File: config.mk
export PLATFORM = sky130hd
export DESIGN_NAME = decode_writeback
export DESIGN_NICKNAME = d
export VERILOG_FILES = /design/src/rtl/y86_pkg.sv /design/src/rtl/y86_regfile.sv /design/src/rtl/decode_writeback.sv
export SDC_FILE = /design/constraint.sdc
export NUM_CORES = 2
export LEC_CHECK = 0
export CAP_MARGIN = 15
export CELL_PAD_IN_SITES_DETAIL_PLACEMENT = 0
export CELL_PAD_IN_SITES_GLOBAL_PLACEMENT = 1
export CORE_UTILIZATION = 46
export CTS_CLUSTER_DIAMETER = 200
export DETAILED_ROUTE_END_ITERATION = 10
export PLACE_DENSITY = 0.79
export SLEW_MARGIN = 20
export SYNTH_ARGS = -nofsm -noshare
export SYNTH_HDL_FRONTEND = slang
export SYNTH_SLANG_ARGS = --single-unit
File: constraint.sdc
create_clock -name clk -period 53.8 [get_ports clk]
set_input_delay 10.76 -clock clk [delete_from_list [all_inputs] [get_ports clk]]
set_output_delay 10.76 -clock clk [all_outputs]
set_load 0.01 [all_outputs]
File: src/rtl/y86_pkg.sv
// Shared Y86-64 decode constants: instruction codes, register IDs and the
// status codes carried alongside each decoded instruction.
package y86_pkg;

   localparam logic [3:0] IHALT   = 4'h0;
   localparam logic [3:0] INOP    = 4'h1;
   localparam logic [3:0] IRRMOVQ = 4'h2;
   localparam logic [3:0] IIRMOVQ = 4'h3;
   localparam logic [3:0] IRMMOVQ = 4'h4;
   localparam logic [3:0] IMRMOVQ = 4'h5;
   localparam logic [3:0] IOPQ    = 4'h6;
   localparam logic [3:0] IJXX    = 4'h7;
   localparam logic [3:0] ICALL   = 4'h8;
   localparam logic [3:0] IRET    = 4'h9;
   localparam logic [3:0] IPUSHQ  = 4'hA;
   localparam logic [3:0] IPOPQ   = 4'hB;

   localparam logic [3:0] RNONE   = 4'hF;
   localparam logic [3:0] RRSP    = 4'h4;

   typedef enum logic [1:0] {
      AOK = 2'd0,
      HLT = 2'd1,
      ADR = 2'd2,
      INS = 2'd3
   } stat_e;

endpackage

File: src/rtl/y86_regfile.sv
// Architectural register file: two combinational read ports, two write ports
// (M port wins on a collision). RNONE and out-of-range IDs read as 0 and
// ignore writes. Defining DECODE_WB_BYPASS_EN forwards same-cycle writes to
// the read ports; otherwise reads see the pre-write contents.
module y86_regfile
   import y86_pkg::*;
#(
   parameter logic [63:0] STACK_INIT = 64'h0000_0000_0000_0200,
   parameter int          NREGS      = 15
) (
   input  logic        clk,
   input  logic        rst,
   input  logic [3:0]  src_a,
   input  logic [3:0]  src_b,
   output logic [63:0] val_a,
   output logic [63:0] val_b,
   input  logic        e_en,
   input  logic [3:0]  dst_e,
   input  logic [63:0] val_e,
   input  logic        m_en,
   input  logic [3:0]  dst_m,
   input  logic [63:0] val_m
);

   localparam logic [4:0] NREGS_W = 5'(NREGS);

   logic [63:0] regs [NREGS];

   function automatic logic is_reg(input logic [3:0] r);
      return (r != RNONE) && ({1'b0, r} < NREGS_W);
   endfunction

   // Register update; the M write is issued last so it overrides E on a tie.
   always_ff @(posedge clk or posedge rst) begin
      if (rst) begin
         for (int i = 0; i < NREGS; i++) regs[i] <= '0;
         regs[RRSP] <= STACK_INIT;
      end else begin
         if (e_en && is_reg(dst_e)) regs[dst_e] <= val_e;
         if (m_en && is_reg(dst_m)) regs[dst_m] <= val_m;
      end
   end

   // Read ports, with optional same-cycle forwarding (M over E).
   always_comb begin
      val_a = '0;
      val_b = '0;
      if (is_reg(src_a)) val_a = regs[src_a];
      if (is_reg(src_b)) val_b = regs[src_b];
`ifdef DECODE_WB_BYPASS_EN
      if (e_en && is_reg(src_a) && (dst_e == src_a)) val_a = val_e;
      if (m_en && is_reg(src_a) && (dst_m == src_a)) val_a = val_m;
      if (e_en && is_reg(src_b) && (dst_e == src_b)) val_b = val_e;
      if (m_en && is_reg(src_b) && (dst_m == src_b)) val_b = val_m;
`endif
   end

endmodule

File: src/rtl/decode_writeback.sv
// Y86-64 decode/writeback stage. Decodes one instruction per handshake into a
// registered output slot, reads operands from y86_regfile and keeps applying
// writebacks even after halting. Optional macro: DECODE_WB_BYPASS_EN enables
// same-cycle write-to-read forwarding in the register file.
//
//   state  | meaning
//   RUN    | accepting instructions while the output slot can take them
//   HALT   | a non-AOK instruction was accepted; no further input until rst
module decode_writeback
   import y86_pkg::*;
#(
   parameter logic [63:0] STACK_INIT = 64'h0000_0000_0000_0200,
   parameter int          NREGS      = 15
) (
   input  logic        clk,
   input  logic        rst,
   input  logic        in_valid,
   output logic        in_ready,
   input  logic [3:0]  icode,
   input  logic [3:0]  ifun,
   input  logic [3:0]  rA,
   input  logic [3:0]  rB,
   input  logic [63:0] valC,
   input  logic [63:0] valP,
   input  logic        iv,
   input  logic        ime,
   input  logic        wb_e_en,
   input  logic [3:0]  wb_dstE,
   input  logic [63:0] wb_valE,
   input  logic        wb_m_en,
   input  logic [3:0]  wb_dstM,
   input  logic [63:0] wb_valM,
   output logic        out_valid,
   input  logic        out_ready,
   output logic [3:0]  out_icode,
   output logic [3:0]  out_ifun,
   output logic [63:0] out_valA,
   output logic [63:0] out_valB,
   output logic [63:0] out_valC,
   output logic [3:0]  out_srcA,
   output logic [3:0]  out_srcB,
   output logic [3:0]  out_dstE,
   output logic [3:0]  out_dstM,
   output logic [1:0]  out_stat,
   output logic        halted
);

   typedef enum logic {S_RUN, S_HALT} state_e;

   state_e      state_q, state_d;
   logic [3:0]  src_a, src_b, dst_e, dst_m;
   stat_e       stat;
   logic [63:0] rd_a, rd_b, val_a;
   logic        accept;

   assign in_ready = (state_q == S_RUN) && (!out_valid || out_ready);
   assign accept   = in_valid && in_ready;
   assign halted   = (state_q == S_HALT);

   y86_regfile #(
      .STACK_INIT (STACK_INIT),
      .NREGS      (NREGS)
   ) u_regfile (
      .clk   (clk),
      .rst   (rst),
      .src_a (src_a),
      .src_b (src_b),
      .val_a (rd_a),
      .val_b (rd_b),
      .e_en  (wb_e_en),
      .dst_e (wb_dstE),
      .val_e (wb_valE),
      .m_en  (wb_m_en),
      .dst_m (wb_dstM),
      .val_m (wb_valM)
   );

   // Operand selection, destinations and status for the presented instruction.
   always_comb begin
      src_a = RNONE;
      src_b = RNONE;
      dst_e = RNONE;
      dst_m = RNONE;
      stat  = AOK;

      case (icode)
         IRRMOVQ, IRMMOVQ, IOPQ, IPUSHQ: src_a = rA;
         IRET, IPOPQ:                    src_a = RRSP;
         default:                        src_a = RNONE;
      endcase

      case (icode)
         IRMMOVQ, IMRMOVQ, IOPQ:         src_b = rB;
         ICALL, IRET, IPUSHQ, IPOPQ:     src_b = RRSP;
         default:                        src_b = RNONE;
      endcase

      case (icode)
         IRRMOVQ, IIRMOVQ, IOPQ:         dst_e = rB;
         ICALL, IRET, IPUSHQ, IPOPQ:     dst_e = RRSP;
         default:                        dst_e = RNONE;
      endcase

      case (icode)
         IMRMOVQ, IPOPQ:                 dst_m = rA;
         default:                        dst_m = RNONE;
      endcase

      if (ime)                          stat = ADR;
      else if (iv || (icode > IPOPQ))   stat = INS;
      else if (icode == IHALT)          stat = HLT;

      // Faulting instructions must not retire any register update.
      if ((stat == ADR) || (stat == INS)) begin
         dst_e = RNONE;
         dst_m = RNONE;
      end
   end

   // Jumps and calls carry the fall-through PC in valA instead of a register.
   assign val_a = ((icode == IJXX) || (icode == ICALL)) ? valP : rd_a;

   // FSM state register.
   always_ff @(posedge clk or posedge rst) begin
      if (rst) state_q <= S_RUN;
      else     state_q <= state_d;
   end

   // FSM next state: any non-AOK acceptance parks the stage in HALT.
   always_comb begin
      state_d = state_q;
      if ((state_q == S_RUN) && accept && (stat != AOK)) state_d = S_HALT;
   end

   // Output slot: load on acceptance, drain on out_ready, hold otherwise.
   always_ff @(posedge clk or posedge rst) begin
      if (rst) begin
         out_valid <= 1'b0;
         out_icode <= '0;
         out_ifun  <= '0;
         out_valA  <= '0;
         out_valB  <= '0;
         out_valC  <= '0;
         out_srcA  <= RNONE;
         out_srcB  <= RNONE;
         out_dstE  <= RNONE;
         out_dstM  <= RNONE;
         out_stat  <= AOK;
      end else if (accept) begin
         out_valid <= 1'b1;
         out_icode <= icode;
         out_ifun  <= ifun;
         out_valA  <= val_a;
         out_valB  <= rd_b;
         out_valC  <= valC;
         out_srcA  <= src_a;
         out_srcB  <= src_b;
         out_dstE  <= dst_e;
         out_dstM  <= dst_m;
         out_stat  <= stat;
      end else if (out_ready) begin
         out_valid <= 1'b0;
      end
   end

endmodule

Word level (Yosys, flattened, before mapping)
Index checks and enable logic that the tools add are counted.
W data, S select, Z words.
{"block": "word_totals", "output_inout_bits": 221, "elab_cells": 113, "regBits": 1180}
{"block": "classes", "n_reduce_logical": 26, "n_mux": 28, "bitwise_logic": 5, "n_lt_le_gt_ge": 11, "n_eq_ne": 16}
{"operator": "$bwmux W960", "n": 2}
{"operator": "$mux W960", "n": 2}
{"operator": "$mux W64", "n": 9}
{"operator": "$bmux W64 S4", "n": 2}
{"operator": "$demux W64 S4", "n": 2}
{"operator": "$pmux W4 S2", "n": 3}
{"operator": "$ge A5 B5 Y1 const B", "n": 4}
{"operator": "$not A4 Y5", "n": 4}
{"operator": "$eq A4 B3 Y1 const B", "n": 4}
{"operator": "$eq A4 B4 Y1 const B", "n": 4}
{"operator": "$lt A4 B4 Y1 const B", "n": 4}
{"operator": "$ne A4 B4 Y1 const B", "n": 4}
{"operator": "$logic_and A1 B1 Y1", "n": 12}
{"operator": "$mux W4", "n": 3}
{"operator": "$lt A5 B1 Y1 const B", "n": 2}
{"operator": "$eq A4 B2 Y1 const B", "n": 2}
{"operator": "$reduce_or A4 Y1", "n": 2}
{"operator": "$reduce_or A3 Y1", "n": 2}
{"operator": "$eq A2 B2 Y1 const B", "n": 2}
{"operator": "$gt A4 B4 Y1 const B", "n": 1}
{"operator": "$logic_not A4 Y1", "n": 1}
{"operator": "$logic_or A1 B1 Y1", "n": 4}
{"operator": "$mux W2", "n": 2}
{"operator": "$reduce_bool A2 Y1", "n": 2}
{"operator": "4 further kinds", "n": 7}

Longest topological paths before layout
{"block": "depth", "depth_word": 9, "ltp_mapped": 11}

Cells and area by module
From an unflattened synthesis, not the netlist that was laid out.
{"block": "hier_totals", "hier_cells": 7995, "hier_area_um2": 73996.0}
{"module": "y86_regfile", "cells_per_inst": 7227, "n_inst": 1, "area_each_um2": 64553.2}
{"module": "decode_writeback", "cells_per_inst": 768, "n_inst": 1, "area_each_um2": 9442.8}

Worst setup path before layout
No wires, ideal clock.
{"block": "synth_timing", "path_kind": "input port to output port", "startpoint": "input out_ready", "endpoint": "output in_ready", "path_buffers": 0, "t_arrival_ps": 11070, "setup_slack_ps": 31970, "required_time_ps": 43040, "path_stages": 2, "cell_sequence": "inv_1 -> a21oi_1"}
{"block": "synth_via", "elab_chain_len": 2}
{"item": "start, declared", "line": "decode_writeback.sv:34", "rtl": "input logic out_ready,"}
{"item": "$logic_or A1 B1 Y1", "line": "decode_writeback.sv:56", "rtl": "assign in_ready = (state_q == S_RUN) && (!out_valid || out_ready);"}
{"item": "$logic_and A1 B1 Y1", "line": "decode_writeback.sv:56"}
{"item": "end, declared", "line": "decode_writeback.sv:18", "rtl": "output logic in_ready,"}
No other way between the ends.

Final worst setup path
Same ends and word-level chain as after synthesis.

==> flow_summary.yaml <==
outcome:
  status: "finished clean"
synthesis:
  synthFlopType: "dfrtp_1"
  syn-cell-area_um2: 67350
  synth_top_area_share_pct: 43.21
  yosysWarnings: 0
  netlist-cell-type-count: 73
  yosysSeqAreaShare_pct: 43.87
  netlist_instances: 7436
  avgSynthCellArea_um2: 9.058
  synth-seq-cells: 1180
  yosysTopAreaCell: "dfrtp_1"
  syn_nets: 7724
  synth_edf_count: 0
  netlist_top_cells_area: "dfrtp_1, mux2i_1, nand2_1, o21ai_0, a32oi_1"
  async_flop_share_pct: 100.0
placement:
  dp.cells: 9164
  port_buffers: 508
  gp_congestion: 0.8753
  post-place-ws_ns: 30.68
  dp_hpwl_um: 162300
global_routing:
  grt_use_total_pct: 38.71
  grt_max_degree: 131
  antenna_found_initial: 28
  grt_overflow: 0
  grt_pass1_wl_um: 421600
  grt_pass1_vias: 60499
layout:
  drive_gt1_share_pct: 6.610
  synthToLayoutAreaGrowth_pct: 15.22
  final_cells: 9427
  layout.nets: 7675
  fillers: 13172
clock_network:
  cts-root-buf: "clkbuf_16"
  clk_pin_slew_ns: 0.06
  htree_levels: 4
  post_cts_buffers: 0
  cts_resized: 0
  insertion_delay_ns: 0.81
  cts.hold.buffers_added: 0
  tritoncts: "yes"
  cts_sinks: 1180
  numCtsBuffers: 138
  clock_tree.buffer_depth: 3
die:
  die_w_um: 384.6
  pin_count: 509
  fp.coreArea_um2: 145600
  die_h_um: 384.6
  fp.dieArea_um2: 148000
  row_count: 140
  start_util_pct: 46.27
drt:
  drtIter0Drc: 9590
  route.detailed.drc: 0
  ant_nets: 0
  vias: 64111
  viasPerCell: 6.801
  wire_per_inst_um: 31.30
  first_pass_iters: 9
  wirelength_um: 295000
hold_path:
  hold_path_class: "register to register"
sta:
  min_period_ns: 23.09
  max-slew-margin-rel_pct: 14.84
  fin_crit_sh_pct: 42.92
  rsz0062_at_grt: "no"
  setup_viol: 0
  slew_violations: 0
  finalHoldViolations: 0
  max_slew.worst_pin.slew_ns: 1.273
  finClkSkew_ns: 0.03069
  worst_slack_ns: 30.71
  fmax_mhz: 43.31
  fin_hold_ws_ns: 0.4714
  fin_tns_setup_ns: 0
critical_path:
  crit_top_cell: "clkdlybuf4s50_1"
  critPathArrivalTime_ns: 12.33
  slowest_delay_ns: 0.62
  end_kind: "output port"
  cp.required_ns: 43.04
  startpoint_type: "input port"
  crit_path_max_fanout: 3
  slowest_stage: "clkdlybuf4s50_1"
  crit_chain: "clkdlybuf4s50_1 -> inv_1 -> a21oi_1 -> clkdlybuf4s50_1"
  r2r_slack_ns: 50.15
  path_class: "input port to output port"
flow_run:
  maxCapViolCount: 0
power_and_ir_drop:
  powerDensity_nw_per_um2: 40.06
  ir_drop_mv: 0.03354
  p_total_mw: 3.109
  leakagePower_nw: 33.69
cell usage after synthesis (all sizes together), types with 7 or more instances:
cell / number
a211o: 60
a211oi: 66
a21oi: 517
a221o: 59
a221oi: 184
a222oi: 60
a22oi: 70
a32o: 64
a32oi: 372
and2: 65
and3: 72
buf: 165
clkbuf: 674
dfrtp: 1163
dfstp: 17
inv: 13
mux2: 61
mux2i: 963
nand2: 1400
nand2b: 7
nand3: 132
nor2: 360
nor2b: 7
nor3: 69
o21ai: 660
o22a: 63
o31ai: 10
through the flow:
step | cell area (um2) | util (%)
after floorplan | 67350 | -
final | 77600 | 53.31
after detailed placement | 73060 | 50.19
after global routing | 77570 | 53.29
after CTS | 77540 | 53.27
after global placement | 73050 | 50.18
logic make-up (layout without fill, tap and decap cells):
kind of cell	count (synthesis)	in the layout	share of synthesized area [%]
AOI/OAI and AO/OA	2230	2230	22.52
and+or+nand+nor	2149	2149	13.16
DFF	1180	1180	43.87
muxes	1025	1025	15.43
buffers and inverters	852	905	5.014
other	0	21	0
cells in the final DEF (no fill, tap or decap), types with 66 or more instances in the layout:
| cell type | synthesis | final |
|---|---|---|
| buf_4 | 0 | 139 |
| a21oi_1 | 516 | 516 |
| a32oi_1 | 372 | 372 |
| nand2_1 | 1399 | 1387 |
| a211oi_1 | 66 | 66 |
| a22oi_1 | 70 | 70 |
| and3_1 | 72 | 70 |
| clkdlybuf4s50_1 | 0 | 507 |
| nor2_1 | 358 | 343 |
| o21ai_0 | 660 | 659 |
| a221oi_1 | 184 | 184 |
| dfrtp_1 | 1163 | 1163 |
| nand3_1 | 132 | 132 |
| mux2i_1 | 963 | 963 |
| clkbuf_16 | 0 | 145 |
routing by layer:
| metal | track usage [%] | vias to the layer above | share of wire (%) |
|---|---|---|---|
| met3 | 11.85 | 972 | 13 |
| met2 | 56.75 | 4764 | 42 |
| li1 | - | 27178 | - |
| met5 | 0.9422 | - | 0.12 |
| met1 | 52.13 | 31167 | 39 |
| met4 | 17.66 | 30 | 5.0 |
cell type report:
cell class / count / area, um2 / area share, %
multi-input combinational: 5404 / 34870 / 44.94
sequential: 1180 / 29550 / 38.08
timing repair buffer: 650 / 6190 / 7.976
clock buffer: 218 / 4193 / 5.403
tap: 1917 / 2399 / 3.091
clock inverter: 24 / 290.3 / 0.3740
inverter: 13 / 56.30 / 0.07255
antenna: 21 / 52.55 / 0.06772
sequential cells by signal, indices dropped and copies added (netlist names):
register        count
u_regfile.regs    960
out_valA           64
out_valB           64
out_valC           64
out_dstE            4
out_dstM            4
out_icode           4
out_ifun            4
out_srcA            4
out_srcB            4
out_stat            2
halted              1
out_valid           1
critical path: cells and delay by family:
family / cells / cell delay, ns
compound gates: 1 / 0.36
buf+inv: 3 / 1.21
final timing paths:
kind | endpoint | cells after the start | startpoint
min in group asynchronous | out_ifun[1]$_DFFE_PP0P_ | 2 | rst
min reg2reg | out_valC[46]$_DFFE_PP0P_ | 2 | out_valC[46]$_DFFE_PP0P_
max | in_ready | 4 | out_ready
min | out_valC[46]$_DFFE_PP0P_ | 2 | out_valC[46]$_DFFE_PP0P_
max reg2reg | out_valA[5]$_DFFE_PP0P_ | 8 | halted$_DFFE_PP0P_
max in group asynchronous | u_regfile.regs[615]$_DFF_PP0_ | 8 | rst
where the power goes:
group / switching (mW) / internal, mW / leakage (nW)
clock network: 0.395 / 0.557 / 2.20
logic: 0.406 / 0.387 / 17.1
registers: 0.222 / 1.14 / 14.4
total: 1.02 / 2.09 / 33.7
No activity file was read; power rests on OpenSTA's default activity.
